==> src/rtl/vec_serializer_pkg.sv <==
// Shared types and helpers for the vector serializer.
// Holds the two-state FSM encoding and the lane-index width function.
package vec_serializer_pkg;

    typedef enum logic {
        SER_IDLE = 1'b0,
        SER_SEND = 1'b1
    } ser_state_t;

    // Lane index width; a single-lane vector still gets a 1-bit index.
    function automatic int lane_w(input int lanes);
        return (lanes > 1) ? $clog2(lanes) : 1;
    endfunction

endpackage

==> src/rtl/vector_serializer_lane_counter.sv <==
// Lane index counter for the vector serializer.
// Ports: clk, reset (async, active-high), clr (to 0, has priority),
// inc (+1), cnt (current lane), term (cnt is the last lane).
module lane_counter
    import vec_serializer_pkg::*;
#(
    parameter int LANES  = 4,
    parameter int LANE_W = lane_w(LANES)
) (
    input  logic              clk,
    input  logic              reset,
    input  logic              clr,
    input  logic              inc,
    output logic [LANE_W-1:0] cnt,
    output logic              term
);

    localparam logic [LANE_W-1:0] LAST = LANE_W'(LANES - 1);

    logic [LANE_W-1:0] cnt_q;
    logic [LANE_W-1:0] cnt_d;

    always_comb begin
        cnt_d = cnt_q;
        if (clr) begin
            cnt_d = '0;
        end else if (inc) begin
            cnt_d = cnt_q + LANE_W'(1);
        end
    end

    always_ff @(posedge clk or posedge reset) begin
        if (reset) begin
            cnt_q <= '0;
        end else begin
            cnt_q <= cnt_d;
        end
    end

    assign cnt  = cnt_q;
    assign term = (cnt_q == LAST);

endmodule

==> src/rtl/vector_serializer.sv <==
// Drains a LANES*DATA_W vector one lane per beat onto a valid/ready stream.
// Ports: clk, reset (async, active-high); in_valid/in_ready/in_data vector
// input; out_valid/out_ready/out_data/out_lane lane output; busy while a
// vector is held; out_last only with VEC_SERIALIZER_LAST_EN defined.
module vector_serializer
    import vec_serializer_pkg::*;
#(
    parameter int DATA_W = 16,
    parameter int LANES  = 4
) (
    input  logic                        clk,
    input  logic                        reset,
    input  logic                        in_valid,
    output logic                        in_ready,
    input  logic [LANES*DATA_W-1:0]     in_data,
    output logic                        out_valid,
    input  logic                        out_ready,
    output logic [DATA_W-1:0]           out_data,
    output logic [lane_w(LANES)-1:0]    out_lane,
    output logic                        busy
`ifdef VEC_SERIALIZER_LAST_EN
    ,
    output logic                        out_last
`endif
);

    localparam int LANE_W = lane_w(LANES);

    ser_state_t state_q;
    ser_state_t state_d;

    logic [LANES*DATA_W-1:0] shadow_q;
    logic [LANES*DATA_W-1:0] shadow_d;

    logic [LANE_W-1:0] lane;
    logic              lane_term;
    logic              lane_clr;
    logic              lane_inc;
    logic              capture;
    logic [DATA_W-1:0] lane_data;

    lane_counter #(
        .LANES  (LANES),
        .LANE_W (LANE_W)
    ) u_lane_counter (
        .clk   (clk),
        .reset (reset),
        .clr   (lane_clr),
        .inc   (lane_inc),
        .cnt   (lane),
        .term  (lane_term)
    );

    // In SEND a new vector is only taken on the final beat's handshake,
    // so the next vector follows without a bubble.
    assign in_ready = (state_q == SER_IDLE) || (lane_term && out_ready);
    assign capture  = in_valid && in_ready;

    always_comb begin
        state_d  = state_q;
        shadow_d = shadow_q;
        lane_clr = 1'b0;
        lane_inc = 1'b0;
        case (state_q)
            SER_IDLE: begin
                if (capture) begin
                    shadow_d = in_data;
                    lane_clr = 1'b1;
                    state_d  = SER_SEND;
                end
            end
            SER_SEND: begin
                if (capture) begin
                    shadow_d = in_data;
                    lane_clr = 1'b1;
                end else if (out_ready && lane_term) begin
                    lane_clr = 1'b1;
                    state_d  = SER_IDLE;
                end else if (out_ready) begin
                    lane_inc = 1'b1;
                end
            end
            default: begin
                state_d  = SER_IDLE;
                lane_clr = 1'b1;
            end
        endcase
    end

    always_ff @(posedge clk or posedge reset) begin
        if (reset) begin
            state_q  <= SER_IDLE;
            shadow_q <= '0;
        end else begin
            state_q  <= state_d;
            shadow_q <= shadow_d;
        end
    end

    always_comb begin
        lane_data = '0;
        for (int i = 0; i < LANES; i++) begin
            if (lane == LANE_W'(i)) begin
                lane_data = shadow_q[i*DATA_W +: DATA_W];
            end
        end
    end

    assign out_valid = (state_q == SER_SEND);
    assign busy      = out_valid;
    // Idle output is held at zero rather than leaking stale shadow data.
    assign out_data  = out_valid ? lane_data : '0;
    assign out_lane  = lane;

`ifdef VEC_SERIALIZER_LAST_EN
    assign out_last  = out_valid && lane_term;
`endif

endmodule

==> config.mk <==
export PLATFORM = sky130hd
export DESIGN_NAME = vector_serializer
export DESIGN_NICKNAME = d
export VERILOG_FILES = /design/src/rtl/vec_serializer_pkg.sv /design/src/rtl/vector_serializer_lane_counter.sv /design/src/rtl/vector_serializer.sv
export SDC_FILE = /design/constraint.sdc
export NUM_CORES = 1
export LEC_CHECK = 0
export ABC_AREA = 1
export CAP_MARGIN = 10
export CORE_ASPECT_RATIO = 1.25
export CORE_MARGIN = 1
export CORE_UTILIZATION = 49
export CTS_CLUSTER_DIAMETER = 40
export DETAILED_ROUTE_END_ITERATION = 6
export DONT_BUFFER_PORTS = 1
export HOLD_SLACK_MARGIN = 0.05
export PLACE_DENSITY = 0.64
export SETUP_SLACK_MARGIN = 0.2
export SLEW_MARGIN = 20
export SYNTH_ARGS = -nofsm -noshare
export SYNTH_HDL_FRONTEND = slang
export SYNTH_SLANG_ARGS = --single-unit
==> constraint.sdc <==
create_clock -name clk -period 2.5 [get_ports clk]
set_input_delay 0.25 -clock clk [delete_from_list [all_inputs] [get_ports clk]]
set_output_delay 0.25 -clock clk [all_outputs]
set_load 0.005 [all_outputs]
Word level (Yosys, flattened, before mapping)
Index checks and enable logic that the tools add are counted.

Add/subtract/negate cells: 1. Multiply operators: 0. Divide/modulo/power cells: 0. Magnitude comparators: 0. Equal/unequal tests: 3. Shift operators: 0. Mux-type cells: 19. Bitwise operators: 1. Reduce and logical (&&, ||, !) cells: 5.

Operators with widths (count): $mux W16 (5); $mux W64 (1); $mux W1 (9); $eq A2 B2 Y1 const B (2); $mux W2 (2); $pmux W1 S2 (2); $add A2 B1 Y2 const B (1); $eq A2 B1 Y1 const B (1); $logic_and A1 B1 Y1 (2); $logic_not A2 Y1 (1); $reduce_bool A2 Y1 (1); $logic_or A1 B1 Y1 (1); $not A1 Y1 (1).

Register bits: 67. Latch bits: 0. Bits in writable memories: 0. Memory bits (read-only): 0. Input bits: 68. Output and inout port bits: 21. Memories kept: 0.

Depth between registers and ports, before layout
Word-level depth: 8. Gate-level depth with buffers: 9.

Modules after synthesis
From an unflattened synthesis, not the netlist that was laid out.

Cells, all modules: 424. Area, all modules: 3308.2 um^2.

Modules (own cells, without submodules): vector_serializer (instances 1, cells an instance 411, area an instance 3206.8 um^2); lane_counter (instances 1, cells an instance 13, area an instance 101.3 um^2).

Worst setup path after synthesis
Ideal clock, no wire load.

Kind: register to output. Start: register u_lane_counter.cnt_q[0], in the netlist u_lane_counter.cnt[0]. End: output port out_data[10]. Arrival: 1326 ps. Data required time: 2250 ps. Setup slack: 924 ps. Stages on the path, launching flop included: 8. Cell sequence: dfrtp_1 -> inv_1 -> ha_1 -> buf_2 -> inv_1 -> buf_4 -> nand3_1 -> a21oi_1.

Longest elaborated chain between the ends: 6. Elaborated cells on any way between the ends: 9.

RTL lines: start: declaration (RTL line vector_serializer_lane_counter.sv:20) `logic [LANE_W-1:0] cnt_q;`; start signal: assignment (RTL line vector_serializer_lane_counter.sv:36) `cnt_q <= cnt_d;`; $logic_not A2 Y1 (RTL line vector_serializer.sv:103) `if (lane == LANE_W'(i)) begin`; $mux W16 (3 in a row) (RTL line vector_serializer.sv:103); $mux W16 (*) (RTL line vector_serializer.sv:103); $mux W16 (*) (RTL line vector_serializer.sv:112) `assign out_data = out_valid ? lane_data : '0;`; end: declaration (RTL line vector_serializer.sv:18) `output logic [DATA_W-1:0] out_data,`.

Mark *: on every way between the ends. The rest lies on a longest branch, timed or not.

Final worst setup path
Start: register u_lane_counter.cnt_q[0], in the netlist u_lane_counter.cnt[0]. End: output port out_data[2].

The elaborated chain is that of the path after synthesis.

==> results by group <==
Setup path
  • Number of buffers and inverters on the critical path: 1
  • Reg2reg path depth: 8
  • CP Capture Type: primary output
  • Critical path startpoint category: register
  • Worst setup path category: reg2out
  • Required time at the worst-slack endpoint: 2.25 ns
  • Peak per-stage delay on the critical path: 0.43 ns
  • Crit path arrival time: between 1.5 and 2 ns
  • Gate family responsible for the most delay along the worst path: flip-flops
  • Crit path depth: 4
  • Cells along the critical path: ha_1 -> inv_1 -> o21ai_0 -> a21oi_1
  • Worst-path maximum fanout: 18
  • Critical path's slowest cell: sky130_fd_sc_hd__dfrtp_1

Clocking
  • H-tree depth: 3
  • Cts bufs inserted: 9
  • Source-to-sink clock delay at the later pin of the worst-skew pair: 0.35 ns
  • Number of buffers between clock root and the deepest sink: 2
  • Root Buffer: sky130_fd_sc_hd__clkbuf_8
  • Clock sink total: 67
  • TritonCTS clock tree: built
  • Clock slew at reported path FFs: 0.07 ns

Floorplanning
  • Chip height: 95.5 um
  • I/O pin total: 89
  • Initial cell density of the core: 0.516
  • Core area: about 6600 um2
  • Number of placement rows: 33
  • Width of the die: between 70 and 80 um
  • Overall die area: 7340 um2

Drt
  • Routed wirelength normalized by instance count: 14.8 um
  • Number of routed nets with antenna violations: 0
  • First-pass iteration count of the detailed router: 5
  • Vias post-DR: 2,973
  • Post-detailed-routing wire length: 8.64 mm
  • Number of remaining DRC errors: 0
  • Vias per cell: 5.09
  • Starting DRC count in detailed routing: 224

Placed design
  • Estimated wirelength of the detail-placed design: ~5.3 mm
  • Instance area after placement: 3390 um2
  • Final weighted congestion in routability-driven placement: 0.870
  • Worst setup timing slack at the placement stage: 0.535 ns
  • Input/output buffers: 0

GRT
  • Vias in the first global route: slightly below 3,000
  • Total GRT Usage: 0.248
  • Maximum number of pins on one net before global-route repair: between 60 and 70
  • Global-route wire length before repair: 13.8 mm
  • Number of antenna violations at the first check in global routing: 0
  • Sum of overflow across all layers after global routing: 0

STA
  • Slew at the pin closest to its max-slew limit: 0.634 ns
  • Setup repair after global routing missed its margin: false
  • Total Negative Setup Slacks: 0 ns
  • Final number of setup-violating endpoints: 0
  • Clock Skews: 0.00911 ns
  • Worst-case setup margin in the final layout: between 0.3 and 0.4 ns
  • Count of pins over their slew limit: 0
  • Upper clock frequency limit: 0.461 GHz
  • Part of the cycle the worst path needs: 0.867
  • Worst-case headroom to the max-slew limit: 0.577
  • Hold violation total from the final report: 0
  • Period minus WS final: 2.17 ns
  • Worst slack on hold paths: 0.0921 ns

Synthesis
  • Nets in the synthesized netlist: 508
  • Netlist cell types: 17
  • Portion of the post-synthesis area used by sequential elements: 0.489
  • Count of mapped cells out of synthesis: roughly 440
  • Seq cells post-synth: 67
  • Mean instance size in the synthesized netlist: 7.87 um2
  • Netlist area before placement: 3430 um2
  • Number of warnings reported in the yosys synthesis log: 0

Power
  • Switching Power: 0.00200 W
  • PD cells: ~1100 nW/um2
  • Combinational share of power: 0.408
  • Static leakage: between 2 and 2.5 nW
  • Max VDD drop: 0.629 mV
  • Clock share of power: 0.200
  • Cell internal power dissipation: 0.00289 W
  • Switching fraction of total power: 0.409
  • Design Power: 0.00489 W
  • Sequential Power Share: 0.393

Outcome
  • Result of the run: completed

Final layout
  • Final std cell area, no fill: 4260 um2
  • Filler instances: 596
  • Layout overhead on the synthesized area: 24.3%
  • Count of inserted antenna diode cells: 0
  • Share of layout cells above drive strength 1: 0.137
  • Net count of the finished layout: between 500 and 600

Worst hold path
  • Hold Path Depth: 2
  • Hold WC Path Type: in2reg

Run
  • Max-Cap Viols: 0
==> cell usage after synthesis <==
cell type	count	area share
sky130_fd_sc_hd__nand4_1	2	0.0036
sky130_fd_sc_hd__ha_1	4	0.015
sky130_fd_sc_hd__buf_6	3	0.0098
sky130_fd_sc_hd__buf_4	8	0.018
sky130_fd_sc_hd__inv_4	1	0.0018
sky130_fd_sc_hd__nand2_2	40	0.073
sky130_fd_sc_hd__clkbuf_2	1	0.0015
sky130_fd_sc_hd__dfrtp_1	67	0.49
sky130_fd_sc_hd__clkbuf_1	3	0.0033
sky130_fd_sc_hd__inv_1	23	0.025
sky130_fd_sc_hd__nand2_1	202	0.22
sky130_fd_sc_hd__nand2_4	3	0.0098
sky130_fd_sc_hd__buf_2	7	0.010
sky130_fd_sc_hd__buf_8	5	0.022
sky130_fd_sc_hd__o21ai_0	19	0.028
sky130_fd_sc_hd__nand3_1	16	0.023
sky130_fd_sc_hd__a21oi_1	32	0.047
==> metrics by stage <==
step           cells  utilization
2_1_floorplan    436            -
3_3_place_gp     502        0.510
3_5_place_dp     502        0.510
4_1_cts          584        0.641
5_1_grt          584        0.641
6_report         584        0.641
==> worst paths after layout <==
| kind | slack [ns] | from | endpoint |
|---|---|---|---|
| setup / recovery | 0.33 | u_lane_counter.cnt[0] | out_data[2] |
| max in group asynchronous | 1.77 | reset | shadow_q[15] |
| setup reg to reg | 0.48 | u_lane_counter.cnt[0] | shadow_q[59] |
| hold reg to reg | 0.48 | shadow_q[62] | shadow_q[62] |
| min in group asynchronous | 0.42 | reset | shadow_q[28] |
| hold / removal | 0.09 | out_ready | u_lane_counter.cnt[1] |
==> layout by cell type (no fill, tap or decap) <==
cell / Yosys / routed
sky130_fd_sc_hd__nand2_1: 202 / 202
sky130_fd_sc_hd__dfrtp_1: 67 / 67
sky130_fd_sc_hd__dlygate4sd3_1: 0 / 66
sky130_fd_sc_hd__nand2_2: 40 / 40
sky130_fd_sc_hd__a21oi_1: 32 / 32
sky130_fd_sc_hd__inv_1: 23 / 21
sky130_fd_sc_hd__o21ai_0: 19 / 19
sky130_fd_sc_hd__nand3_1: 16 / 16
sky130_fd_sc_hd__clkbuf_8: 0 / 9
sky130_fd_sc_hd__clkinv_2: 0 / 4
sky130_fd_sc_hd__buf_4: 8 / 4
sky130_fd_sc_hd__nand2_4: 3 / 3
sky130_fd_sc_hd__ha_1: 4 / 3
sky130_fd_sc_hd__nand4_1: 2 / 2
sky130_fd_sc_hd__bufinv_16: 0 / 2
sky130_fd_sc_hd__buf_12: 0 / 2
sky130_fd_sc_hd__inv_4: 1 / 1
sky130_fd_sc_hd__clkinvlp_4: 0 / 1
sky130_fd_sc_hd__inv_2: 0 / 1
sky130_fd_sc_hd__ha_2: 0 / 1
sky130_fd_sc_hd__clkbuf_1: 3 / 1
==> repair_timing <==
item | 4_1_cts | 5_1_grt
hold buffers | 66 | 0
hold endpoints to repair | 132 | 0
buffers inserted | 0 | 0
gates resized for setup | 1 | 1
endpoints found under the setup margin | 6 | 15
pin swaps | 0 | 0
==> power groups by stage <==
stage                     combinational (W)  clock (W)  sequential [W]
after floorplan                     0.00156          0         0.00184
after global placement              0.00185          0         0.00192
after detailed placement            0.00188          0         0.00193
after CTS                           0.00198   0.000992         0.00191
after global routing                0.00224    0.00103         0.00198
final                               0.00199   0.000975         0.00192
==> cells by family (layout without fill, tap and decap cells) <==
kind of cell / after synthesis / count (layout) / share of synthesized area
AOI/OAI and AO/OA: 51 / 51 / 0.0744
adders and majority gates: 4 / 4 / 0.0146
buffers and inverters: 51 / 112 / 0.0912
DFF: 67 / 67 / 0.489
and+or+nand+nor: 263 / 263 / 0.331
==> layer usage <==
layer	part of all wire	track usage	vias to the layer above
met1	0.43	0.309	1413
met5	0	0	-
li1	-	-	1451
met4	0.023	0.119	0
met3	0.057	0.0584	20
met2	0.49	0.409	89
==> sequential cells by signal (all words and copies together) (netlist names) <==
signal              cells
shadow_q               64
u_lane_counter.cnt      2
busy                    1
==> final cells by class <==
class,count,area (um2),share of cell area
clock buffers,10,128,0.0299
clock inverters,6,80.1,0.0188
inverters,24,96.3,0.0226
multi-input cells,318,1440,0.338
flip-flops and latches,67,1680,0.393
well taps,87,109,0.0255
repair buffers,72,731,0.171
Note: power is estimated with default switching activity, not from simulation.
